$ cat src/rtl/riscv_pkg.sv
// -----------------------------------------------------------------------------
// riscv_pkg
// Shared RV32 integer-core definitions used by the register file and its read
// ports: architectural width, register count, index width and the x0 index.
// -----------------------------------------------------------------------------
package riscv_pkg;

  localparam int XLEN       = 32;
  localparam int REG_ADDR_W = 5;
  localparam int NUM_REGS   = 32;

  typedef logic [REG_ADDR_W-1:0] reg_addr_t;
  typedef logic [XLEN-1:0]       xlen_t;

  localparam reg_addr_t ZERO_REG = 5'd0;

endpackage

$ cat src/rtl/regfile_read_port.sv
// -----------------------------------------------------------------------------
// regfile_read_port
// One combinational read port of the integer register file. Resolves x0 to
// zero, optionally forwards the in-flight write data, otherwise returns the
// stored register.
//
// Build option: REGFILE_BYPASS_EN -- when defined, a read whose index matches
// an enabled, non-x0 write in the same cycle returns the write data before the
// clock edge. When undefined, only stored contents are returned.
//
// Ports:
//   idx      in   read register index
//   regs     in   storage view, entry 0 is constant zero
//   rst      in   active-high reset; forces the read data to zero
//   reg_wen  in   write enable of the write port
//   rd       in   write register index
//   rdv      in   write data
//   data     out  read data
// -----------------------------------------------------------------------------
module regfile_read_port
  import riscv_pkg::*;
#(
  parameter int DATA_W = XLEN,
  parameter int DEPTH  = 32,
  localparam int ADDR_W = $clog2(DEPTH)
) (
  input  logic [ADDR_W-1:0] idx,
  input  logic [DATA_W-1:0] regs [DEPTH],
  input  logic              rst,
  input  logic              reg_wen,
  input  logic [ADDR_W-1:0] rd,
  input  logic [DATA_W-1:0] rdv,
  output logic [DATA_W-1:0] data
);

`ifdef REGFILE_BYPASS_EN
  logic bypass_hit;

  // rd == 0 is excluded so a discarded x0 write can never leak onto a port.
  assign bypass_hit = reg_wen && !rst && (rd != '0) && (rd == idx);

  always_comb begin
    data = '0;
    if (rst || idx == '0) begin
      data = '0;
    end else if (bypass_hit) begin
      data = rdv;
    end else begin
      data = regs[idx];
    end
  end
`else
  // Write-side inputs are only needed for forwarding.
  logic unused_wr;
  assign unused_wr = ^{reg_wen, rd, rdv};

  always_comb begin
    data = '0;
    if (rst || idx == '0) begin
      data = '0;
    end else begin
      data = regs[idx];
    end
  end
`endif

endmodule

$ cat src/rtl/riscv_register_file.sv
// -----------------------------------------------------------------------------
// riscv_register_file
// RV32 integer register file: NUM_REGS x DATA_W registers, two combinational
// read ports and one synchronous write port. x0 has no storage and reads zero.
//
// Build option: REGFILE_BYPASS_EN -- write-through forwarding on both read
// ports (see regfile_read_port).
//
// Ports:
//   clk       in   clock; writes on rising edge
//   rst       in   asynchronous active-high reset, clears all registers
//   rs1       in   read port 1 index
//   rs2       in   read port 2 index
//   rd        in   write index (writes to x0 are dropped)
//   rdv       in   write data
//   reg_wen   in   write enable
//   rs1_data  out  read port 1 data
//   rs2_data  out  read port 2 data
// -----------------------------------------------------------------------------
module riscv_register_file #(
  parameter int DATA_W   = riscv_pkg::XLEN,
  parameter int NUM_REGS = riscv_pkg::NUM_REGS,
  localparam int ADDR_W  = $clog2(NUM_REGS)
) (
  input  logic              clk,
  input  logic              rst,
  input  logic [ADDR_W-1:0] rs1,
  input  logic [ADDR_W-1:0] rs2,
  input  logic [ADDR_W-1:0] rd,
  input  logic [DATA_W-1:0] rdv,
  input  logic              reg_wen,
  output logic [DATA_W-1:0] rs1_data,
  output logic [DATA_W-1:0] rs2_data
);

  import riscv_pkg::*;

  // Storage exists only for x1..x(NUM_REGS-1).
  logic [DATA_W-1:0] regs_q    [1:NUM_REGS-1];
  logic [DATA_W-1:0] regs_view [NUM_REGS];

  always_ff @(posedge clk or posedge rst) begin
    if (rst) begin
      for (int i = 1; i < NUM_REGS; i++) begin
        regs_q[i] <= '0;
      end
    end else if (reg_wen) begin
      // Index 0 never matches here, so x0 writes fall away.
      for (int i = 1; i < NUM_REGS; i++) begin
        if (rd == ADDR_W'(i)) begin
          regs_q[i] <= rdv;
        end
      end
    end
  end

  always_comb begin
    regs_view[0] = '0;
    for (int i = 1; i < NUM_REGS; i++) begin
      regs_view[i] = regs_q[i];
    end
  end

  regfile_read_port #(
    .DATA_W (DATA_W),
    .DEPTH  (NUM_REGS)
  ) u_rd_port1 (
    .idx     (rs1),
    .regs    (regs_view),
    .rst     (rst),
    .reg_wen (reg_wen),
    .rd      (rd),
    .rdv     (rdv),
    .data    (rs1_data)
  );

  regfile_read_port #(
    .DATA_W (DATA_W),
    .DEPTH  (NUM_REGS)
  ) u_rd_port2 (
    .idx     (rs2),
    .regs    (regs_view),
    .rst     (rst),
    .reg_wen (reg_wen),
    .rd      (rd),
    .rdv     (rdv),
    .data    (rs2_data)
  );

endmodule

$ cat config.mk
export PLATFORM = sky130hd
export DESIGN_NAME = riscv_register_file
export DESIGN_NICKNAME = d
export VERILOG_FILES = /design/src/rtl/riscv_pkg.sv /design/src/rtl/regfile_read_port.sv /design/src/rtl/riscv_register_file.sv
export SDC_FILE = /design/constraint.sdc
export NUM_CORES = 2
export LEC_CHECK = 0
export ABC_AREA = 1
export CORE_UTILIZATION = 45
export DETAILED_ROUTE_END_ITERATION = 6
export GPL_ROUTABILITY_DRIVEN = 0
export HOLD_SLACK_MARGIN = 0.02
export PLACE_DENSITY_LB_ADDON = 0.08
export SYNTH_ARGS = -nofsm -noshare
export SYNTH_HDL_FRONTEND = slang
export SYNTH_HIERARCHICAL = 1
export SYNTH_SLANG_ARGS = --single-unit
$ cat constraint.sdc
create_clock -name clk -period 50.4 [get_ports clk]
set_clock_uncertainty 0.2 [all_clocks]
set_input_delay 10.08 -clock clk [delete_from_list [all_inputs] [get_ports clk]]
set_output_delay 10.08 -clock clk [all_outputs]
set_load 0.03 [all_outputs]
### Word level (Yosys, flattened, before mapping)

Index checks and enable logic that the tools add are counted.

| word-level totals | value |
|---|---|
| RAM bits | 0 |
| memories kept | 0 |
| latch bits | 0 |
| ROM bits | 0 |
| register bits | 992 |
| word-level logic and storage cells | 109 |
| input bits | 50 |

| operators by class | value |
|---|---|
| reductions and logical operators | 35 |
| $add $sub $neg | 0 |
| divide/modulo/power cells | 0 |
| equality and inequality tests | 31 |
| bitwise operators | 2 |
| shift-type cells | 0 |
| $mul | 0 |
| mux-type cells | 8 |
| order comparisons | 2 |

Operators by type and width:

| operator | number |
|---|---|
| $bmux 32 s5 | 2 |
| $mux 32 | 6 |
| $eq 5x5->1 const B | 16 |
| $reduce_and 2->1 | 31 |
| $eq 5x4->1 const B | 8 |
| $eq 5x3->1 const B | 4 |
| $ge 6x6->1 const B | 2 |
| $not 5->6 | 2 |
| $eq 5x2->1 const B | 2 |
| $logic_not 5->1 | 2 |
| $eq 5x1->1 const B | 1 |
| $logic_or 1x1->1 | 2 |

### Logic depth before layout (Yosys ltp)

| depth | value |
|---|---|
| depth in word-level cells | 5 |
| mapped depth | 11 |

### Hierarchy

The synthesis kept the hierarchy.

Modules (own cells, without submodules):

| module | area each (um^2) | times used | cells an instance |
|---|---|---|---|
| riscv_register_file | 39678.1 | 1 | 4460 |
| regfile_read_port | 10177.3 | 2 | 2391 |

### Worst setup path after synthesis

Ideal clock, no wire load.

| timing path | value |
|---|---|
| path type | input port to output port |
| start | input rs1[0] |
| end | output rs1_data[10] |
| data required time | 40.120 ns |
| data arrival time | 11.399 ns |
| cell stages on the path | 10 |
| setup slack | 28.721 ns |
| buffers on the path | 3 |
| path through | buf_6 > inv_4 > buf_4 > buf_4 > nand2_1 > nand3_1 > nand3_1 > nand2_1 > nand3_1 > a21oi_1 |

| between the ends | value |
|---|---|
| longest elaborated chain between the ends | 5 |

Ends and longest elaborated chain:

| item | line | RTL |
|---|---|---|
| start, declared | riscv_register_file.sv:27 | `input logic [ADDR_W-1:0] rs1,` |
| $not 5->6 (implied by the code) | regfile_read_port.sv:62 | `data = regs[idx];` |
| $bmux 32 s5 | regfile_read_port.sv:62 |  |
| $mux 32 (implied by the code) (2 in series) | regfile_read_port.sv:62 |  |
| $mux 32 * | regfile_read_port.sv:59 | `if (rst \|\| idx == '0) begin` |
| end, declared | riscv_register_file.sv:32 | `output logic [DATA_W-1:0] rs1_data,` |

Every way passes the cells marked *; elsewhere a longest branch is shown, timed or not. The select of a mux whose other input is x is not followed.

### Final worst setup path

| timing path | value |
|---|---|
| start | input rs2[3] |
| end | output rs2_data[11] |

| between the ends | value |
|---|---|
| longest elaborated chain between the ends | 5 |

Ends and longest elaborated chain:

| item | line | RTL |
|---|---|---|
| start, declared | riscv_register_file.sv:28 | `input logic [ADDR_W-1:0] rs2,` |
| $not 5->6 (implied by the code) | regfile_read_port.sv:62 |  |
| $bmux 32 s5 | regfile_read_port.sv:62 |  |
| $mux 32 (implied by the code) (2 in series) | regfile_read_port.sv:62 |  |
| $mux 32 * | regfile_read_port.sv:59 |  |
| end, declared | riscv_register_file.sv:33 | `output logic [DATA_W-1:0] rs2_data` |

Marks and branches as above.

==> run_results.csv <==
group,metric,value,unit
critical_path,cp.arrival,15.35,ns
detailed_routing,final_antenna_net_count,0,
power_and_ir_drop,p_seq_share,43.6,%
min_path,hp-class,"register to register",
power_and_ir_drop,combinationalPowerShare,20.9,%
timing,post-route-period-util,50.9,%
logic_synthesis,synth_seq_area_share,41.4,%
critical_path,slowest_stage,"clkinv_2",
final_layout,multi_input_area,31700,um^2
clocking,clockBufferDepth,3,
final_layout,largest_register_ffs,992,
global_routing,grt_max_degree,229,
clocking,path_clk_slew,0.06,ns
final_layout,final_cell_mix,"nand2_1 (4,874), nand3_1 (1,888), dfrtp_1 (992)",
logic_synthesis,synthCells,9242,
timing,whs,0.291,ns
detailed_routing,vias,65600,
floorplan,fp-row-count,133,
run,maxCapViolCount,1,
final_layout,layout-drive-gt1-share,4.60,%
logic_synthesis,avgSynthCellArea,6.50,um^2
logic_synthesis,synth.top_cell.area_share,41.4,%
power_and_ir_drop,p_sw,0.841,mW
critical_path,path_max_fanout,44,
critical_path,end_kind,"output pin",
power_and_ir_drop,power.share.clock,35.5,%
critical_path,crit_top_cell,"buf_4",
clocking,htreeDepth,3,
final_layout,top_register,"regs_q",
timing,setup-violations-final,0,
clocking,ctsHoldBuffers,0,
clocking,cts_buffers,115,
critical_path,crit_path_cell_trace,"buf_4 > clkinv_2 > buf_4 > a41o_2 > a21oi_1 > clkdlybuf4s50_1",
placement,pre_cts_slack,24.98,ns
final_layout,reg_top3,"regs_q (992)",
placement,io_buffers,113,
floorplan,coreArea,132000,um^2
global_routing,grt_pass1_vias,61200,
clocking,post_cts_buffers,0,
clocking,clock_latency,0.73,ns
timing,finalSetupTns,0,ns
global_routing,grt.overflow.total,0,
critical_path,worstPathRequired,40.12,ns
floorplan,initial_utilization,45.5,%
power_and_ir_drop,power,2.45,mW
detailed_routing,totalWireLength,288000,um
placement,dpl.hpwl,143000,um
timing,post-route-min-period,25.63,ns
critical_path,path_class,"input pin to output pin",
global_routing,antenna_found_initial,20,
critical_path,cp-start-kind,"input pin",
logic_synthesis,synthesis.area,60000,um^2
final_layout,regArea,24800,um^2
final_layout,final_util,49.3,%
final_layout,area_growth,8.28,%
timing,rsz0062_at_grt,"false",
timing,tightest_slew,1.54,ns
global_routing,grt_pass1_wl,419000,um
timing,slew_headroom,-2.75,%
detailed_routing,drc,5,
detailed_routing,drt-initial-drc-count,10300,
floorplan,dieArea,135000,um^2
detailed_routing,post_drt_wl_per_cell,26.9,um
floorplan,die_h,367,um
logic_synthesis,synth_seq_cells,992,
power_and_ir_drop,pwr_density_cell,37.7,nW/um^2
timing,maxSlewViolCount,33,
run_status,status,"finished, violations left",
power_and_ir_drop,p_leak,33.4,nW
timing,hold_violations,0,
timing,fmax,0.0390,GHz
logic_synthesis,yosysTopAreaCell,"dfrtp_1",
timing,layout_setup_ws,24.77,ns
logic_synthesis,synthDistinctLibCells,18,
floorplan,die_w,367,um
logic_synthesis,ys_warn_count,6,
clocking,cts_tree,"done",
detailed_routing,viasPerCell,6.13,
clocking,clkSinkCount,992,
detailed_routing,dr.pass1.iters,7,
final_layout,nets,8895,
power_and_ir_drop,swShare,34.3,%
clocking,clock-root-buffer,"clkbuf_16",
power_and_ir_drop,internal-power,1.61,mW
floorplan,ios,114,
power_and_ir_drop,ir_worst_vdd,0.0312,mV
final_layout,n_fill_cell,13400,
logic_synthesis,synthTopCellsByArea,"dfrtp_1 (41%), nand2_1 (30%), nand3_1 (16%)",
critical_path,slowest_delay,1.07,ns
run_status,violations,"design-rule violations, max-capacitance violations, max-slew violations",
clocking,cts_resized,0,
global_routing,grt_use_total,41.7,%
final_layout,final_common_cell,"nand2_1",
==> worst max-delay path: cells and delay by family <==
kind | cells | cell delay (ns)
buf+inv | 4 | 3.22
compound gates | 2 | 1.89
==> worst paths after layout <==
check                            start            to  slack, ns  cells after the start
max in group asynchronous          rst   regs_q[448]      36.80                      5
min in group asynchronous          rst    regs_q[80]       9.92                      2
max                             rs2[3]  rs2_data[11]      24.77                      6
max reg2reg                regs_q[664]   regs_q[664]      49.49                      2
min reg2reg                 regs_q[45]    regs_q[45]       0.29                      2
min                         regs_q[45]    regs_q[45]       0.29                      2
==> power by group through the flow <==
stage | clock network [mW] | logic (mW) | registers [mW]
2_1_floorplan | 0 | 0.365 | 1.05
3_3_place_gp | 0 | 0.490 | 1.07
3_5_place_dp | 0 | 0.498 | 1.07
4_1_cts | 0.872 | 0.499 | 1.06
5_1_grt | 0.902 | 0.569 | 1.09
6_report | 0.869 | 0.512 | 1.07
==> metal layers <==
layer  track usage (%)  vias to the layer above  share of wire, %
li1                  -                    28900                 -
met2              63.3                     4582                43
met1              53.9                    31100                38
met5                 0                        -             0.029
met4              21.8                       12               6.1
met3              11.7                     1027                13
==> synth_stat cells (all sizes together) <==
| master | instances |
|---|---|
| conb | 1 |
| nand3 | 1917 |
| clkbuf | 245 |
| a21oi | 320 |
| dfrtp | 992 |
| inv | 22 |
| buf | 588 |
| nor2 | 85 |
| nand2 | 4878 |
| nand4 | 192 |
| a41o | 2 |
==> logic make-up (layout without fill, tap and decap cells) <==
logic type | after synthesis | count (layout) | synth area share [%]
compound gates | 322 | 322 | 2.70
buf+inv | 855 | 486 | 6.87
flops | 992 | 992 | 41.4
other cells | 1 | 74 | 0.00625
simple gates | 7072 | 7072 | 49.1
==> through the flow <==
stage          cells  cell area [um^2]
6_report       10700             65000
3_3_place_gp   10500             61100
3_5_place_dp   10500             61100
5_1_grt        10700             65000
4_1_cts        10700             65000
2_1_floorplan   9305             60300
==> layout make-up <==
class                           instances  share of cell area [%]
Antenna cell                           10                  0.0385
Clock buffer                          180                    5.49
Multi-Input combinational cell       7458                    48.8
Clock inverter                         28                   0.387
Timing Repair Buffer                  256                    3.51
Sequential cell                       992                    38.2
Tap cell                             1755                    3.38
Inverter                               22                   0.235
Note: power is estimated with default switching activity, not from simulation.
